[src/rtl/panda_pipe_ctrl.sv]
// Pipeline controller for the Panda 5-stage core.
// Drives the PC / IF-ID / ID-EX / EX-MEM enables and flushes for three cases:
// load-use stalls, EX redirects (held while imem is busy) and multi-cycle EX ops.
// It also keeps a saturating counter of the cycles in which the PC is held.
// Pipeline controls are combinational so that a redirect takes effect in the same cycle.
// The error flag and the stall counter are registered.
module panda_pipe_ctrl #(
  parameter int unsigned MaxMultiCycles = 64,
  parameter int unsigned CntWidth       = 32
) (
  input  logic                clk_i,
  input  logic                rst_ni,
  input  logic [4:0]          id_rs1_addr_i,
  input  logic [4:0]          id_rs2_addr_i,
  input  logic                id_rs1_used_i,
  input  logic                id_rs2_used_i,
  input  logic                ex_valid_i,
  input  logic [4:0]          ex_rd_addr_i,
  input  logic                ex_rd_we_i,
  input  logic                ex_is_load_i,
  input  logic                ex_branch_i,
  input  logic                ex_jump_i,
  input  logic                branch_cond_i,
  input  logic [31:0]         branch_target_i,
  input  logic [31:0]         jump_target_i,
  input  logic                ex_multi_i,
  input  logic                ex_multi_done_i,
  input  logic                imem_ready_i,
  output logic                pc_en_o,
  output logic                pc_redirect_o,
  output logic [31:0]         pc_target_o,
  output logic                if_id_en_o,
  output logic                if_id_flush_o,
  output logic                id_ex_en_o,
  output logic                id_ex_flush_o,
  output logic                ex_mem_flush_o,
  output logic                ex_multi_start_o,
  output logic                err_o,
  output logic [CntWidth-1:0] stall_cnt_o
);

  localparam int unsigned WdWidth = (MaxMultiCycles > 1) ? $clog2(MaxMultiCycles) : 1;
  localparam logic [WdWidth-1:0] WdLimit = WdWidth'(MaxMultiCycles - 1);

  typedef enum logic [1:0] {
    ST_RUN        = 2'd0,
    ST_MULTI      = 2'd1,
    ST_REDIR_PEND = 2'd2
  } state_e;

  state_e              state_r, state_next_s;
  logic [31:0]         pend_tgt_r, pend_tgt_next_s;
  logic [WdWidth-1:0]  wd_r, wd_next_s;
  logic                err_r, err_set_s;
  logic [CntWidth-1:0] stall_cnt_r;

  logic        take_s;
  logic [31:0] tgt_s;
  logic        rs1_hit_s, rs2_hit_s, lu_s;

  // Redirect and load-use hazard detection from the EX and ID stage fields
  always_comb begin
    take_s    = ex_valid_i & (ex_jump_i | (ex_branch_i & branch_cond_i));
    tgt_s     = ex_jump_i ? jump_target_i : branch_target_i;
    rs1_hit_s = id_rs1_used_i & (id_rs1_addr_i == ex_rd_addr_i);
    rs2_hit_s = id_rs2_used_i & (id_rs2_addr_i == ex_rd_addr_i);
    lu_s      = ex_valid_i & ex_is_load_i & ex_rd_we_i &
                (ex_rd_addr_i != 5'd0) & (rs1_hit_s | rs2_hit_s);
  end

  // Next-state and pipeline control decode
  always_comb begin
    pc_en_o          = 1'b1;
    pc_redirect_o    = 1'b0;
    pc_target_o      = 32'h0000_0000;
    if_id_en_o       = 1'b1;
    if_id_flush_o    = 1'b0;
    id_ex_en_o       = 1'b1;
    id_ex_flush_o    = 1'b0;
    ex_mem_flush_o   = 1'b0;
    ex_multi_start_o = 1'b0;
    state_next_s     = state_r;
    pend_tgt_next_s  = pend_tgt_r;
    wd_next_s        = wd_r;
    err_set_s        = 1'b0;

    if (!rst_ni) begin
      // Hold the whole pipeline and fill it with bubbles while in reset
      pc_en_o         = 1'b0;
      if_id_en_o      = 1'b0;
      id_ex_en_o      = 1'b0;
      if_id_flush_o   = 1'b1;
      id_ex_flush_o   = 1'b1;
      ex_mem_flush_o  = 1'b1;
      state_next_s    = ST_RUN;
      pend_tgt_next_s = 32'h0000_0000;
      wd_next_s       = '0;
    end else begin
      case (state_r)
        ST_RUN: begin
          if (ex_valid_i && ex_multi_i) begin
            ex_multi_start_o = 1'b1;
            pc_en_o          = 1'b0;
            if_id_en_o       = 1'b0;
            id_ex_en_o       = 1'b0;
            ex_mem_flush_o   = 1'b1;
            wd_next_s        = '0;
            state_next_s     = ST_MULTI;
          end else if (take_s && imem_ready_i) begin
            pc_redirect_o = 1'b1;
            pc_target_o   = tgt_s;
            if_id_flush_o = 1'b1;
            id_ex_flush_o = 1'b1;
          end else if (take_s && !imem_ready_i) begin
            pend_tgt_next_s = tgt_s;
            pc_en_o         = 1'b0;
            if_id_flush_o   = 1'b1;
            id_ex_flush_o   = 1'b1;
            state_next_s    = ST_REDIR_PEND;
          end else if (lu_s) begin
            pc_en_o       = 1'b0;
            if_id_en_o    = 1'b0;
            id_ex_flush_o = 1'b1;
          end else if (!imem_ready_i) begin
            pc_en_o       = 1'b0;
            if_id_flush_o = 1'b1;
          end else begin
            pc_en_o = 1'b1;
          end
        end

        ST_MULTI: begin
          pc_en_o        = 1'b0;
          if_id_en_o     = 1'b0;
          id_ex_en_o     = 1'b0;
          ex_mem_flush_o = 1'b1;
          wd_next_s      = wd_r + WdWidth'(1);
          if (ex_multi_done_i) begin
            // The result is captured into EX/MEM; ID/EX is flushed so the op does not run again
            pc_en_o        = 1'b1;
            if_id_en_o     = 1'b1;
            id_ex_en_o     = 1'b1;
            ex_mem_flush_o = 1'b0;
            id_ex_flush_o  = 1'b1;
            wd_next_s      = '0;
            state_next_s   = ST_RUN;
          end else if (wd_r == WdLimit) begin
            // Give up on the unit: resume without a result and flag the error
            pc_en_o       = 1'b1;
            if_id_en_o    = 1'b1;
            id_ex_en_o    = 1'b1;
            id_ex_flush_o = 1'b1;
            err_set_s     = 1'b1;
            wd_next_s     = '0;
            state_next_s  = ST_RUN;
          end else begin
            state_next_s = ST_MULTI;
          end
        end

        ST_REDIR_PEND: begin
          pc_en_o       = 1'b0;
          if_id_flush_o = 1'b1;
          id_ex_flush_o = 1'b1;
          if (imem_ready_i) begin
            pc_en_o         = 1'b1;
            pc_redirect_o   = 1'b1;
            pc_target_o     = pend_tgt_r;
            pend_tgt_next_s = 32'h0000_0000;
            state_next_s    = ST_RUN;
          end else begin
            state_next_s = ST_REDIR_PEND;
          end
        end

        default: begin
          // An illegal state encoding is recovered by bubbling the pipe and returning to RUN
          pc_en_o        = 1'b0;
          if_id_flush_o  = 1'b1;
          id_ex_flush_o  = 1'b1;
          ex_mem_flush_o = 1'b1;
          wd_next_s      = '0;
          state_next_s   = ST_RUN;
        end
      endcase
    end
  end

  // State, pending redirect target and watchdog registers
  always_ff @(posedge clk_i) begin
    if (!rst_ni) begin
      state_r    <= ST_RUN;
      pend_tgt_r <= 32'h0000_0000;
      wd_r       <= '0;
    end else begin
      state_r    <= state_next_s;
      pend_tgt_r <= pend_tgt_next_s;
      wd_r       <= wd_next_s;
    end
  end

  // Sticky watchdog error flag
  always_ff @(posedge clk_i) begin
    if (!rst_ni) begin
      err_r <= 1'b0;
    end else if (err_set_s) begin
      err_r <= 1'b1;
    end else begin
      err_r <= err_r;
    end
  end

  // Saturating count of cycles in which the PC is held
  always_ff @(posedge clk_i) begin
    if (!rst_ni) begin
      stall_cnt_r <= '0;
    end else if (!pc_en_o && (stall_cnt_r != {CntWidth{1'b1}})) begin
      stall_cnt_r <= stall_cnt_r + CntWidth'(1);
    end else begin
      stall_cnt_r <= stall_cnt_r;
    end
  end

  assign err_o       = err_r;
  assign stall_cnt_o = stall_cnt_r;

endmodule

[config.mk]
export PLATFORM = sky130hd
export DESIGN_NAME = panda_pipe_ctrl
export DESIGN_NICKNAME = d
export VERILOG_FILES = /design/src/rtl/panda_pipe_ctrl.sv
export SDC_FILE = /design/constraint.sdc
export NUM_CORES = 1
export LEC_CHECK = 0
export ABC_AREA = 1
export BUFFER_PORTS_ARGS = -buffer_cell sky130_fd_sc_hd__clkbuf_2
export CORE_AREA = 3 3 107 109
export DETAILED_ROUTE_END_ITERATION = 16
export DIE_AREA = 0 0 110 112
export PLACE_DENSITY_LB_ADDON = 0.2
export SETUP_SLACK_MARGIN = 0.15
export SYNTH_ARGS = -nofsm -noshare
export SYNTH_HDL_FRONTEND = slang
export SYNTH_SLANG_ARGS = --single-unit
[constraint.sdc]
create_clock -name clk_i -period 3.9 [get_ports clk_i]
set_input_delay 0.195 -clock clk_i [delete_from_list [all_inputs] [get_ports clk_i]]
set_output_delay 0.195 -clock clk_i [all_outputs]
set_load 0.01 [all_outputs]
# Word-level counts from Yosys, hierarchy flattened
# Cells that the tools add are included.
dict set report word_totals {
  out_inout_bits 73
  input_bits 92
  elab_cells 109
  reg_bits 73
}
dict set report classes {
  eq_ne 13
  mux 66
  bitwise 11
  addsub 2
  reduce_logical 12
}
# cell n
set ops {}
lappend ops {{$mux W32} 9}
lappend ops {{$pmux W32 S2} 2}
lappend ops {{$mux W1} 39}
lappend ops {{$add A32 B1 Y32 const B} 1}
lappend ops {{$ne A32 B32 Y1 const B} 1}
lappend ops {{$mux W6} 3}
lappend ops {{$pmux W6 S3} 1}
lappend ops {{$eq A5 B5 Y1} 2}
lappend ops {{$ne A2 B2 Y1 const B} 5}
lappend ops {{$pmux W1 S2} 5}
lappend ops {{$and A1 B1 Y1} 8}
lappend ops {{$mux W2} 4}
lappend ops {{$add A6 B1 Y6 const B} 1}
lappend ops {{$eq A6 B6 Y1 const B} 1}
lappend ops {{$ne A3 B3 Y1 const B} 2}
lappend ops {{$pmux W1 S3} 2}
lappend ops {{$pmux W2 S3} 1}
lappend ops {{$reduce_and A5 Y1} 1}
lappend ops {{$reduce_bool A5 Y1} 1}
lappend ops {{$logic_and A1 B1 Y1} 4}
lappend ops {{$reduce_and A2 Y1} 2}
lappend ops {{$eq A2 B1 Y1 const B} 1}
lappend ops {{$eq A2 B2 Y1 const B} 1}
lappend ops {{$logic_not A1 Y1} 2}
lappend ops {{4 further kinds} 5}

# Depth between registers and ports, before layout
dict set report logic_depth {
  word_depth 12
  ltp_mapped 14
  ltp_nobuf 13
}

# Worst setup path after synthesis
# OpenSTA, ideal clock, no wires.
dict set report synth_timing {
  path_type {register -> register}
  from {reg stall_cnt_r[1] (netlist: stall_cnt_o[1])}
  to {reg stall_cnt_r[24] (netlist: stall_cnt_o[24])}
  path_stages_with_launch 9
  required_time_ns 3.830
  setup_time_ns 0.070
  t_arrival_ns 1.648
  slack_ns 2.182
  period_less_slack_ns 1.718
  cell_sequence {dfxtp_1 -> ha_1 -> nand2_1 -> nor2_1 -> nand2_1 -> nor3_1 -> xor2_1 -> nand3_1 -> a21oi_1}
}
dict set report synth_between {
  elab_chain_len 2
  elab_cells_between_ends 3
}
# item line
set synth_lines {}
lappend synth_lines {{from (decl)} 55} ;# logic [CntWidth-1:0] stall_cnt_r;
lappend synth_lines {{from (signal assigned)} 218} ;# stall_cnt_r <= stall_cnt_r + CntWidth'(1);
lappend synth_lines {{from (signal assigned)} 220} ;# stall_cnt_r <= stall_cnt_r;
lappend synth_lines {{parallel branches: the longest is 2 deep, another holds $add A32 B1 Y32} --}
# Several ways; the timed one is not identified.
# A chain may end at the register's enable or synchronous reset.

# Worst setup path after layout
dict set report layout_timing {
  from {reg wd_r[0]}
  to {reg stall_cnt_r[14] (netlist: stall_cnt_o[14])}
}
dict set report layout_between {
  elab_chain_len 7
}
# item line
set layout_lines {}
lappend layout_lines {{from (decl)} 53} ;# logic [WdWidth-1:0] wd_r, wd_next_s;
lappend layout_lines {{from (signal assigned)} 198} ;# wd_r <= wd_next_s;
lappend layout_lines {{$eq A6 B6 Y1} 147} ;# end else if (wd_r == WdLimit) begin
lappend layout_lines {{$mux W1} 147}
lappend layout_lines {{$mux W1} 138} ;# if (ex_multi_done_i) begin
lappend layout_lines {{$pmux W1 S3} 99} ;# case (state_r)
lappend layout_lines {{$mux W1} 87} ;# if (!rst_ni) begin
lappend layout_lines {{$logic_not A1 Y1} 217} ;# end else if (!pc_en_o && (stall_cnt_r != {CntWidth{1'b1}})) begin
lappend layout_lines {{$logic_and A1 B1 Y1} 217}
# Every way passes these cells.

==> summary.txt <==
Status
  – Status: finished, final reports clean

Logic synthesis
  – Mapped Avg Cell Area: 6.799 um2
  – Post-Synth XOR/XNOR Area: 5.948%
  – Post-synthesis sequential area ratio: 31.01%
  – Yosys warns: 0
  – Post-Synth Adder-Cell Area: 0.5311%
  – Synth Instances: 693
  – Synth area leader: dfxtp_1
  – Count leader, synth: nand2_1
  – Synthesized area: 4712 um2
  – Distinct cells, synth: 33
  – Ys async rst share: 0%
  – Top cells by count, synth: nand2_1 (123), nor2_1 (121), a21oi_1 (73), dfxtp_1 (73), nand3_1 (48)
  – Syn_nets: 787
  – Number of flops mapped to enable cells by yosys: 0
  – Post-synthesis mux area share: 6.798%
  – Ys flop type: dfxtp_1
  – Largest family of logic cells by synthesized area: simple AND/OR/NAND/NOR gates
  – Compound-Gate Fraction of Synth Area: 19.36%
  – Top cell type's share of synthesized area: 31.01%
  – #FFs+latches synth: 73
  – Synth Area in Simple Gates: 29.13%
  – Synth area leaders: dfxtp_1 (31%), nand2_1 (9.8%), nor2_1 (9.6%), a21oi_1 (7.8%), mux2i_1 (6.8%)

Timing
  – Clock skew: 14.20 ps
  – RSZ-0062 raised after global routing: no
  – Hold Vio Cnt, Final: 0
  – Final setup fails: 0
  – Hold slack: 184.1 ps
  – Fin crit period: 2777 ps
  – Slew margin rel.: 30.76%
  – Final Slew Violations: 0
  – Fmax: 0.3601 GHz
  – Slew @ Worst Pin: 1037 ps
  – Setup TNS: 0 ps
  – Final period util: 71.20%

Cells and area
  – Antenna cells: 0
  – Fin cells: 979
  – Design area: 5826 um2
  – Final nets: 928
  – Register Area: 1461 um2
  – Multi-input gate area: 2910 um2
  – Fillers: 1050
  – Area growth, synth to finish: 23.63%
  – Layout cells sized above 1: 24.31%

Route
  – Wire per inst: 13.95 um
  – Total vias in the final route: 5135
  – Residual DRC: 0
  – Pre-Repair DR Iteration Count: 5
  – DR vias/cell: 5.245
  – Remaining antenna violation count: 0
  – Met2 WL: 6.371 mm
  – Number of DRC markers in iteration 0: 457
  – DRT Wirelength: 13.66 mm
  – M1 WL: 6.255 mm
  – DR WL met3: 906 um
  – Top layer in use: met4

Power and ir drop
  – Worst vdd ir: 167.2 uV
  – Power Total: 1950 uW
  – LEAKAGE: 0.002867 uW
  – Pwr dens: 334.7 nW/um2

Setup path
  – Reg2reg path depth: 13
  – Startpoint type of the worst setup path: register
  – Req. time, crit path: 4170 ps
  – Crit Path Max Fanout: 34
  – Critical path class: register to register
  – Crit. End Element: register
  – CP arrival: 3050 ps

Floorplanning
  – Core Area: 10700 um2
  – Initial Util: 44.05%
  – Die area: 12320 um2
  – IO Pins: 165
  – Row count: 38
  – Die width: 110 um
  – Die height: 112 um

CTS
  – Post-CTS setup buffer count: 0
  – Cts hold-fix bufs: 0
  – Clock root buffer: clkbuf_8
  – Clock latency on the worst-skew pair: 350 ps
  – CTS tree: built
  – Clk slew on worst S/H paths: 90 ps
  – Clock Path Buffers: 2
  – CTS buffer count: 9
  – Post-CTS resize count: 0
  – H-tree depth: 3
  – CTS Sinks: 73

Global route
  – Pin count of the biggest net entering global routing: 65
  – First-pass GRT wire length: 22.11 mm
  – Remaining Overflow, GRT: 0
  – GRT Resource Usage Total: 21.76%
  – Initial antenna violation count: 0
  – Vias in the first global route: 4676

Job
  – # Max-Cap Violations: 0

Hold path
  – Worst Hold Depth: 4
  – Hold WC Path Type: input pin to register

Placement
  – Buffers added on ports: 164
  – Post-Place Cells: 963
  – Post-Place Cell Area: 5583 um2
  – RePlAce Congestion: 0.9414
  – Post-DP HPWL: 9.990 mm
-- critical path, stage by stage (launching register included) --
cell and delay [ps]:
dfxtp_1 380, ha_1 180, nand3_1 100, nor2_1 130
nand2_1 80, inv_2 70, nor2_1 40, nor2_1 230
nor2_1 70, nand2_1 80, nand2_2 380, nand2_2 650
nand2_1 140, a21oi_1 160
-- cell families after synthesis --
| logic type | after synthesis |
|---|---|
| adders and majority gates | 2 |
| AOI/OAI and AO/OA | 147 |
| and+or+nand+nor | 326 |
| DFF | 73 |
| xor gates and xnor gates | 32 |
| muxes | 32 |
| buffers and inverters | 81 |
-- layer usage --
metal | track usage [%] | up-vias
met5 | 0 | -
met4 | 4.239 | 0
met3 | 4.000 | 10
met2 | 34.71 | 175
met1 | 30.69 | 2354
li1 | - | 2596
-- cell type report --
cell class | instances | share of cell area, %
multi-input cells | 539 | 49.96
flip-flops and latches | 73 | 25.09
repair buffers | 171 | 15.21
well taps | 140 | 3.007
inverters | 40 | 2.577
clock buffers | 9 | 2.126
clock inverters | 7 | 2.040
-- registers in the layout, indices dropped and copies added (netlist names) --
register	flops
state_r	2
err_o	1
pend_tgt_r	32
wd_r	6
stall_cnt_o	32
-- through the flow --
step	worst slack, ps	utilization, %
3_3_place_gp	1267	52.19
6_report	1123	54.46
5_1_grt	838.6	54.46
3_5_place_dp	1167	52.19
2_1_floorplan	2182	-
4_1_cts	1137	54.46
-- power breakdown --
| group | switching, uW | internal, uW | total [uW] |
|---|---|---|---|
| Clock | 307 | 425 | 732 |
| Combinational | 239 | 151 | 390 |
| Sequential | 34.1 | 794 | 828 |
| Total | 580 | 1370 | 1950 |
-- worst paths after layout --
check / start / to / slack [ps]
setup / recovery: wd_r[0] / stall_cnt_o[14] / 1120
setup reg to reg: wd_r[0] / stall_cnt_o[14] / 1120
hold reg to reg: stall_cnt_o[31] / stall_cnt_o[31] / 490
hold / removal: imem_ready_i / state_r[1] / 180
-- placed cells by master (no fill, tap or decap), types with 13 or more instances in the layout --
cell / count
a21oi_1: 73
inv_1: 35
nand3_1: 48
o211a_1: 32
mux2i_1: 32
o21ai_1: 28
xor2_1: 19
nor2_1: 121
dfxtp_1: 73
xnor2_1: 13
nor3_1: 14
clkbuf_2: 164
nand2_1: 123
(Power assumes the default switching activity.)
